==> config.mk <==
export PLATFORM = sky130hd
export DESIGN_NAME = port_request_buffer
export DESIGN_NICKNAME = d
export VERILOG_FILES = /design/src/rtl/vector_chip_pkg.sv /design/src/rtl/sync_fifo.sv /design/src/rtl/port_request_buffer.sv
export SDC_FILE = /design/constraint.sdc
export NUM_CORES = 2
export LEC_CHECK = 0
export CAP_MARGIN = 30
export CORE_ASPECT_RATIO = 1.75
export CORE_MARGIN = 4
export CORE_UTILIZATION = 50
export CTS_CLUSTER_DIAMETER = 120
export DETAILED_ROUTE_END_ITERATION = 10
export GPL_TIMING_DRIVEN = 0
export PLACE_DENSITY = 0.69
export SYNTH_ARGS = -nofsm -noshare
export SYNTH_HDL_FRONTEND = slang
export SYNTH_SLANG_ARGS = --single-unit
==> constraint.sdc <==
create_clock -name clk -period 5 [get_ports clk]
set_clock_uncertainty 0.15 [all_clocks]
set_input_delay 1 -clock clk [delete_from_list [all_inputs] [get_ports clk]]
set_output_delay 1 -clock clk [all_outputs]
set_load 0.005 [all_outputs]
==> src/rtl/vector_chip_pkg.sv <==
// ============================================================================
// vector_chip_pkg : chip-wide defaults and the port-index type.
// Revision: 1.0
// ============================================================================
`default_nettype none

package vector_chip_pkg;
  localparam int VC_NUM_PORTS  = 8;
  localparam int VC_DATA_W     = 64;
  localparam int VC_PORT_IDX_W = $clog2(VC_NUM_PORTS);

  typedef logic [VC_PORT_IDX_W-1:0] port_idx_t;
endpackage

`default_nettype wire

==> src/rtl/sync_fifo.sv <==
// ============================================================================
// sync_fifo : single-clock FIFO with occupancy count; storage is not reset.
// Revision: 1.0
// ============================================================================
`default_nettype none

module sync_fifo #(
  parameter int DATA_W = 64,
  parameter int DEPTH  = 4
) (
  input  logic                     clk,
  input  logic                     rst_n,
  input  logic                     push,
  input  logic                     pop,
  input  logic [DATA_W-1:0]        push_data,
  output logic [DATA_W-1:0]        data,
  output logic [$clog2(DEPTH):0]   count,
  output logic                     full,
  output logic                     empty
);
  localparam int AW = $clog2(DEPTH);
  localparam int CW = AW + 1;

  logic [DATA_W-1:0] mem [DEPTH];
  logic [AW-1:0]     wr_ptr;
  logic [AW-1:0]     rd_ptr;
  logic              do_push;
  logic              do_pop;

  assign full    = (count == CW'(DEPTH));
  assign empty   = (count == '0);
  assign do_push = push & ~full;
  assign do_pop  = pop & ~empty;
  assign data    = mem[rd_ptr];

  always_ff @(posedge clk) begin
    if (do_push) mem[wr_ptr] <= push_data;
  end

  // Power-of-2 depth lets the pointers wrap by natural overflow.
  always_ff @(posedge clk or negedge rst_n) begin
    if (!rst_n) begin
      wr_ptr <= '0;
      rd_ptr <= '0;
      count  <= '0;
    end else begin
      if (do_push) wr_ptr <= wr_ptr + AW'(1);
      if (do_pop)  rd_ptr <= rd_ptr + AW'(1);
      case ({do_push, do_pop})
        2'b10:   count <= count + CW'(1);
        2'b01:   count <= count - CW'(1);
        default: count <= count;
      endcase
    end
  end
endmodule

`default_nettype wire

==> src/rtl/port_request_buffer.sv <==
// ============================================================================
// port_request_buffer : per-port FIFOs feeding an external arbiter; the granted
// head is moved into a single output register. Revision: 1.0
// ============================================================================
`default_nettype none

module port_request_buffer
  import vector_chip_pkg::*;
#(
  parameter int NUM_PORTS = VC_NUM_PORTS,
  parameter int DATA_W    = VC_DATA_W,
  parameter int DEPTH     = 4
) (
  input  logic                          clk,
  input  logic                          rst_n,
  input  logic [NUM_PORTS-1:0]          in_valid,
  input  logic [NUM_PORTS*DATA_W-1:0]   in_data,
  output logic [NUM_PORTS-1:0]          in_ready,
  output logic [NUM_PORTS-1:0]          request_vector,
  input  logic [NUM_PORTS-1:0]          grant,
  output logic                          out_valid,
  output logic [DATA_W-1:0]             out_data,
  output logic [$clog2(NUM_PORTS)-1:0]  out_port,
  input  logic                          out_ready,
  output logic                          grant_err
);
  localparam int PW = $clog2(NUM_PORTS);
  localparam int CW = $clog2(DEPTH) + 1;

  logic [NUM_PORTS-1:0] full;
  logic [NUM_PORTS-1:0] empty;
  logic [NUM_PORTS-1:0] nonzero;
  logic [NUM_PORTS-1:0] pop;
  logic [DATA_W-1:0]    head [NUM_PORTS];
  logic                 out_free;
  logic                 grant_onehot;
  logic                 grant_legal;
  logic                 grant_bad;
  logic [DATA_W-1:0]    sel_data;
  logic [PW-1:0]        sel_port;

  generate
    for (genvar i = 0; i < NUM_PORTS; i++) begin : g_port
      logic [CW-1:0] count;

      sync_fifo #(
        .DATA_W (DATA_W),
        .DEPTH  (DEPTH)
      ) u_fifo (
        .clk       (clk),
        .rst_n     (rst_n),
        .push      (in_valid[i] & in_ready[i]),
        .pop       (pop[i]),
        .push_data (in_data[i*DATA_W +: DATA_W]),
        .data      (head[i]),
        .count     (count),
        .full      (full[i]),
        .empty     (empty[i])
      );

      assign nonzero[i]  = (count != '0);
      assign in_ready[i] = ~full[i];
      assign pop[i]      = grant_legal & grant[i] & ~empty[i];
    end
  endgenerate

  assign out_free       = ~out_valid | out_ready;
  assign request_vector = nonzero & {NUM_PORTS{out_free}};

  // Legal only when one-hot and aimed at a port currently requesting.
  assign grant_onehot = (grant != '0) && ((grant & (grant - NUM_PORTS'(1))) == '0);
  assign grant_legal  = grant_onehot && ((grant & ~request_vector) == '0);
  assign grant_bad    = (grant != '0) && !grant_legal;

  always_comb begin
    sel_data = '0;
    sel_port = '0;
    for (int i = 0; i < NUM_PORTS; i++) begin
      if (grant[i]) begin
        sel_data = sel_data | head[i];
        sel_port = sel_port | PW'(i);
      end
    end
  end

  always_ff @(posedge clk or negedge rst_n) begin
    if (!rst_n) begin
      out_valid <= 1'b0;
      out_data  <= '0;
      out_port  <= '0;
      grant_err <= 1'b0;
    end else begin
      if (grant_legal) begin
        out_valid <= 1'b1;
        out_data  <= sel_data;
        out_port  <= sel_port;
      end else if (out_ready) begin
        out_valid <= 1'b0;
      end
      if (grant_bad) grant_err <= 1'b1;
    end
  end
endmodule

`default_nettype wire

Word-level counts from Yosys, hierarchy flattened --
Memory sizes are Yosys's and may differ from the RTL's. Cells that the tools add are included.
Storage, ports and cells: input port bits 531, output and inout port bits 85, memories 8, memory bits (writable) 2048, bits in read-only memories 0, bits in latches 0, bits in registers 125
Memory list:
- g_port[0].u_fifo.mem | words 4, bits a word 64, read ports 1, clocked after memory_dff 0, wr ports 1, RTL line sync_fifo.sv:24 | logic [DATA_W-1:0] mem [DEPTH];
- g_port[1].u_fifo.mem | words 4, bits a word 64, read ports 1, clocked after memory_dff 0, wr ports 1, RTL line sync_fifo.sv:24
- g_port[2].u_fifo.mem | words 4, bits a word 64, read ports 1, clocked after memory_dff 0, wr ports 1, RTL line sync_fifo.sv:24
- g_port[3].u_fifo.mem | words 4, bits a word 64, read ports 1, clocked after memory_dff 0, wr ports 1, RTL line sync_fifo.sv:24
- g_port[4].u_fifo.mem | words 4, bits a word 64, read ports 1, clocked after memory_dff 0, wr ports 1, RTL line sync_fifo.sv:24
- g_port[5].u_fifo.mem | words 4, bits a word 64, read ports 1, clocked after memory_dff 0, wr ports 1, RTL line sync_fifo.sv:24
- +2 memories
Cells by class: equality and inequality tests 24, multiplexer cells 41, $mul 0, bitwise operators 69, div/mod/pow operators 0, shift-type cells 0, $add $sub $neg 33, order comparisons 0, reduce and logical (&&, ||, !) cells 32
Operators with widths (number):
- two-way mux 64 bit | 8
- bitwise OR 64 bit | 7
- case mux 3 bit (2 select lines) | 8
- AND 1 bit | 40
- adder 2 x 1 -> 2 bit, second input constant | 16
- adder 3 x 1 -> 3 bit, second input constant | 8
- AND 8 bit | 3
- equality test 3 bit, second input constant | 8
- zero test 3 bit | 8
- nonzero test 3 bit | 8
- subtractor 3 x 1 -> 3 bit, second input constant | 8
- two-way mux 1 bit | 19
- nonzero test 2 bit | 9
- NOT 1 bit | 17
- equality test 2 x 1 -> 1 bit, second input constant | 8
- equality test 2 bit, second input constant | 8
- zero test 8 bit | 2
- two-way mux 3 bit | 4
- NOT 8 bit | 1
- nonzero test 8 bit | 1
- subtractor 8 x 1 -> 8 bit, second input constant | 1
- two-way mux 2 bit | 2
- logical AND 1 bit | 3
- zero test 1 bit | 1
- bitwise OR 1 bit | 1

Depth between registers and ports, before layout --
An unclocked memory read counts as a cell.
depth in word-level cells 16, gate-level depth with buffers 13, depth with buffers taken out 11

Cells and area by module --
From an unflattened synthesis, not the netlist that was laid out.
Second synthesis, totals: cell total of the unflattened synthesis 3567, area total of the unflattened synthesis 82753.1 µm²
By module, submodules not included:
- sync_fifo at g_port[1].u_fifo ... | cells each 371, instances 7, area each 9655.5 µm², sequential area each 7862.5 µm²
- sync_fifo at g_port[0].u_fifo | cells each 372, instances 1, area each 9654.3 µm², sequential area each 7862.5 µm²
- port_request_buffer | cells each 598, instances 1, area each 5510.3 µm², sequential area each 1726.7 µm²

Least setup slack after synthesis --
Ideal clock, no wire load.
path kind input to register, from input port grant[0], to register g_port[6].u_fifo.count[2], path slack 1.336 ns, setup time 0.079 ns, cell stages on the path 13, arrival 3.434 ns, data required time 4.771 ns, cells stage by stage buf_2 -> or4_4 -> nor4_2 -> nor3_1 -> nor3b_2 -> buf_4 -> and2_1 -> ha_1 -> inv_1 -> fa_1 -> xor2_1 -> nor2_1 -> xor2_1
Between the ends: cells in the longest elaborated chain, start to end 10
RTL lines:
- start: declaration | RTL line port_request_buffer.sv:20 | input logic [NUM_PORTS-1:0] grant,
- subtractor 8 x 1 -> 8 bit | RTL line port_request_buffer.sv:71 | assign grant_onehot = (grant != '0) && ((grant & (grant - NUM_PORTS'(1))) == '0);
- AND 8 bit | RTL line port_request_buffer.sv:71
- zero test 8 bit | RTL line port_request_buffer.sv:71
- logical AND 1 bit | RTL line port_request_buffer.sv:71
- logical AND 1 bit * | RTL line port_request_buffer.sv:72 | assign grant_legal = grant_onehot && ((grant & ~request_vector) == '0);
- AND 1 bit * (2 in a row) | RTL line port_request_buffer.sv:63 | assign pop[i] = grant_legal & grant[i] & ~empty[i];
- AND 1 bit * | RTL line sync_fifo.sv:33 | assign do_pop = pop & ~empty;
- named net g_port[6].u_fifo.do_pop | RTL line sync_fifo.sv:28 | logic do_pop;
- equality test 2 x 1 -> 1 bit or equality test 2 bit (tied branches) | RTL line sync_fifo.sv:49 | case ({do_push, do_pop})
- case mux 3 bit (2 select lines) or nonzero test 2 bit (tied branches)
- end signal: assignment | RTL line sync_fifo.sv:50 | 2'b10: count <= count + CW'(1);
- end signal: assignment | RTL line sync_fifo.sv:51 | 2'b01: count <= count - CW'(1);
- end signal: assignment | RTL line sync_fifo.sv:52 | default: count <= count;
- end: declaration | RTL line sync_fifo.sv:17 | output logic [$clog2(DEPTH):0] count,
The timed path passes the listed nets; every way through them passes the cells marked *. A chain may end at the register's enable or synchronous reset.

Final worst setup path --
from input port grant[6], to register g_port[6].u_fifo.count[2]
Between the ends: cells in the longest elaborated chain, start to end 10
RTL lines (RTL line):
- subtractor 8 x 1 -> 8 bit | port_request_buffer.sv:71
- AND 8 bit | port_request_buffer.sv:71
- zero test 8 bit | port_request_buffer.sv:71
- logical AND 1 bit | port_request_buffer.sv:71
- logical AND 1 bit | port_request_buffer.sv:72
- AND 1 bit * (2 in a row) | port_request_buffer.sv:63
- AND 1 bit * | sync_fifo.sv:33
- named net g_port[6].u_fifo.do_pop | sync_fifo.sv:28
- equality test 2 x 1 -> 1 bit or equality test 2 bit (tied branches) | sync_fifo.sv:49
- case mux 3 bit (2 select lines) or nonzero test 2 bit (tied branches)
Marked as above.

==> reports/results.ini <==
[synth]
synth.area.mux_share_pct = 14.1
synth_top_cell_area_share_pct = 75.0
synth_edf_count = 2048
yosys.area_share.xor_xnor_pct = 0.427
synth_top_area_cell = edfxtp_1
synth_fa_ha_area_share_pct = 0.805
yosys_warnings = 0
synth_area_um2 = 82000
syn_nets = 4141
yosys.area_share.simple_pct = 1.19
ys.flop_type = edfxtp_1
synth-seq-cells = 2173
synth_cell_types = 46
netlist_top_cells_area = edfxtp_1 (75%), mux4_2 (14%), dfrtp_1 (3.8%), a221oi_1 (1.4%), a22o_1 (1.4%)
syn_inst = 3562
synth_compound_area_share_pct = 3.48
ys_async_sr_fraction_pct = 5.75
synth_area_per_cell_um2 = 23.0
yosysSeqAreaShare_pct = 78.8
synth_top_family_by_area = multiplexers

[sta]
fin_ws_ns = 0.465
layout_worst_path_cycle_share_pct = 90.7
fmax_mhz = 220
setup_viol_count_final = 0
maxSlewViolCount = 0
finalCriticalPeriod_ns = 4.54
rsz0062_at_grt = false
hold_violations = 0
tns_ns = 0
whs_ns = 0.0133
max_slew_margin_pct = 8.49
worst-slew-pin-transition_ns = 1.37

[cells_and_area]
layout.nets = 5055
final_util_pct = 60.9
synthToLayoutAreaGrowth_pct = 21.1
drive_gt1_share_pct = 21.5

[place]
dp_worst_setup_slack_ns = -0.361
io_buffers = 612
place_hpwl_mm = 185
gp_routability_congestion = 0.849

[routing]
vias_per_cell = 6.23
vias = 42900
drc_errors = 0
firstDrtPassIters = 5
detail_route.wl_per_cell_um = 36.7
antenna_left = 0
initialDrtViolationCount = 5434
wirelength_mm = 253

[grt]
grt_max_degree = 74
grt_pass1_wl_mm = 344
gr-total-overflow = 0
grt_pass1_vias = 43600
antenna_found_initial = 116
grt_usage_pct = 29.6

[setup_path]
crit_slowest_cell = buf_1
startpoint_type = input pin
worst-path-max-fanout = 10
critPathArrivalTime_ns = 5.13
critPathMaxStageDelay_ns = 0.77
crit_path_end_kind = flop
path_class = input pin to flop
crit_chain = clkdlybuf4s50_1, clkbuf_1, buf_1, clkbuf_1, and2_1, ha_1, inv_1, fa_1, xor2_1, nor2_1, xor2_1
worstPathRequired_ns = 5.60

[power]
peakVddDrop_mv = 0.392
finalPower_w = 0.0533
power_density_nw_per_um2 = 537
leakagePower_nw = 31.9

[clock_network]
root_buffer = clkbuf_16
postCtsHoldBufs = 0
cts_tree = built
clock_path_buffers = 4
cts_resized = 0
numClockSinks = 2173
clock_latency_ns = 0.86
h-tree-depth = 4
cts.reportedPaths.clkPinSlew_ns = 0.07
cts_buffers = 193
post_cts_buffers = 0

[run_status]
outcome = finished clean

[floorplanning]
ios = 616
die_h_um = 544
initial_core_util_pct = 50.3
die-width_um = 314
die_area_um2 = 171000
core.rowCount = 196
design.core.area_um2 = 163000

[flow_run]
maxCapViolCount = 0

[hold_path]
worst_hold_path_type = input pin to async pin

==> critical path, delay by kind of cell <==
kind          cells  cell delay (ns)
fa+ha+maj         2             0.57
xor+xnor          2             0.31
buf+inv           5             2.82
simple gates      2             0.42
==> power by group <==
| part | internal, W | switching, W |
|---|---|---|
| combinational | 0.00549 | 0.00796 |
| clock | 0.00839 | 0.00645 |
| sequential | 0.0240 | 0.000996 |
| total | 0.0379 | 0.0154 |
==> per-layer routing <==
metal	up-vias	wire, um	GRT usage, %
met5	-	639	0
met4	100	12300	12.6
met3	507	30900	11.0
met2	2264	124000	48.5
met1	22800	85000	35.6
li1	17200	-	-
==> final timing paths <==
check | start | end | slack, ns | cells after the start
max | grant[6] | g_port[6].u_fifo.count[2]$_DFFE_PN0P_ | 0.46 | 11
min | rst_n | g_port[1].u_fifo.wr_ptr[0]$_DFFE_PN0P_ | 0.01 | 1
max reg2reg | g_port[2].u_fifo.rd_ptr[0]$_DFFE_PN0P_ | out_data[43]$_DFFE_PN0N_ | 0.51 | 6
min reg2reg | grant_err$_DFFE_PN0P_ | grant_err$_DFFE_PN0P_ | 0.35 | 1
max in group asynchronous | rst_n | out_data[13]$_DFFE_PN0N_ | 3.69 | 2
min in group clk | grant_err$_DFFE_PN0P_ | grant_err$_DFFE_PN0P_ | 0.35 | 1
==> layout make-up <==
| type | count | area, um^2 |
|---|---|---|
| Clock buffer | 254 | 5260 |
| Sequential cell | 2173 | 64600 |
| Antenna cell | 83 | 208 |
| Buffer | 193 | 817 |
| Multi-Input combinational cell | 1148 | 16600 |
| Inverter | 48 | 180 |
| Fill cell | 11300 | 63700 |
| Timing Repair Buffer | 719 | 7960 |
| Clock inverter | 94 | 963 |
| Tap cell | 2178 | 2730 |
==> logic make-up (layout without fill, tap and decap cells) <==
logic type | count (synthesis) | count (layout)
fa+ha+maj | 48 | 48
xor+xnor | 40 | 40
flops | 2173 | 2173
compound gates | 355 | 355
simple gates | 189 | 189
buf+inv | 241 | 1308
mux | 516 | 516
other cells | 0 | 83
==> synthesized netlist by cell type (all sizes together) (2+ instances only) <==
library cell,instances
xnor2,23
inv,48
ha,40
a221oi,128
mux4,512
clkbuf,106
xor2,17
fa,8
edfxtp,2048
nand2,12
mux2i,4
a22o,128
nand3,8
nand4b,6
and2,11
dfrtp,125
buf,87
or2,2
o21ai,15
o21a,8
nor3,11
a22oi,2
or3b,2
a31oi,65
nor4,4
a21oi,6
nor2,87
and3,37
or4,2
==> registers in the layout (all words and copies together) (netlist names) <==
| register | flops |
|---|---|
| g_port.u_fifo.count | 24 |
| g_port.u_fifo.rd_ptr | 16 |
| g_port.u_fifo.wr_ptr | 16 |
| out_data | 64 |
| g_port.u_fifo.mem | 2048 |
| out_valid | 1 |
| out_port | 3 |
| grant_err | 1 |
==> stage by stage <==
| stage | cells | area [um^2] |
|---|---|---|
| 2_1_floorplan | 3562 | 82000 |
| 6_report | 6890 | 99400 |
| 4_1_cts | 6797 | 99100 |
| 3_5_place_dp | 6449 | 92800 |
| 3_3_place_gp | 6352 | 90900 |
| 5_1_grt | 6815 | 99200 |
==> placed cells by master (no fill, tap or decap), types with 21 or more instances in the layout <==
cell type	count
ha_1	40
a31oi_1	65
buf_16	34
and3_4	32
a22o_1	128
buf_8	40
clkinv_1	36
diode_2	83
buf_4	21
edfxtp_1	2048
clkbuf_16	197
buf_2	54
dfrtp_1	125
xnor2_1	23
mux4_2	512
a221oi_1	122
clkinv_2	28
clkbuf_1	149
clkdlybuf4s50_1	611
nor2_1	87
buf_1	29
inv_1	48
No activity file was read; power rests on OpenSTA's default activity.
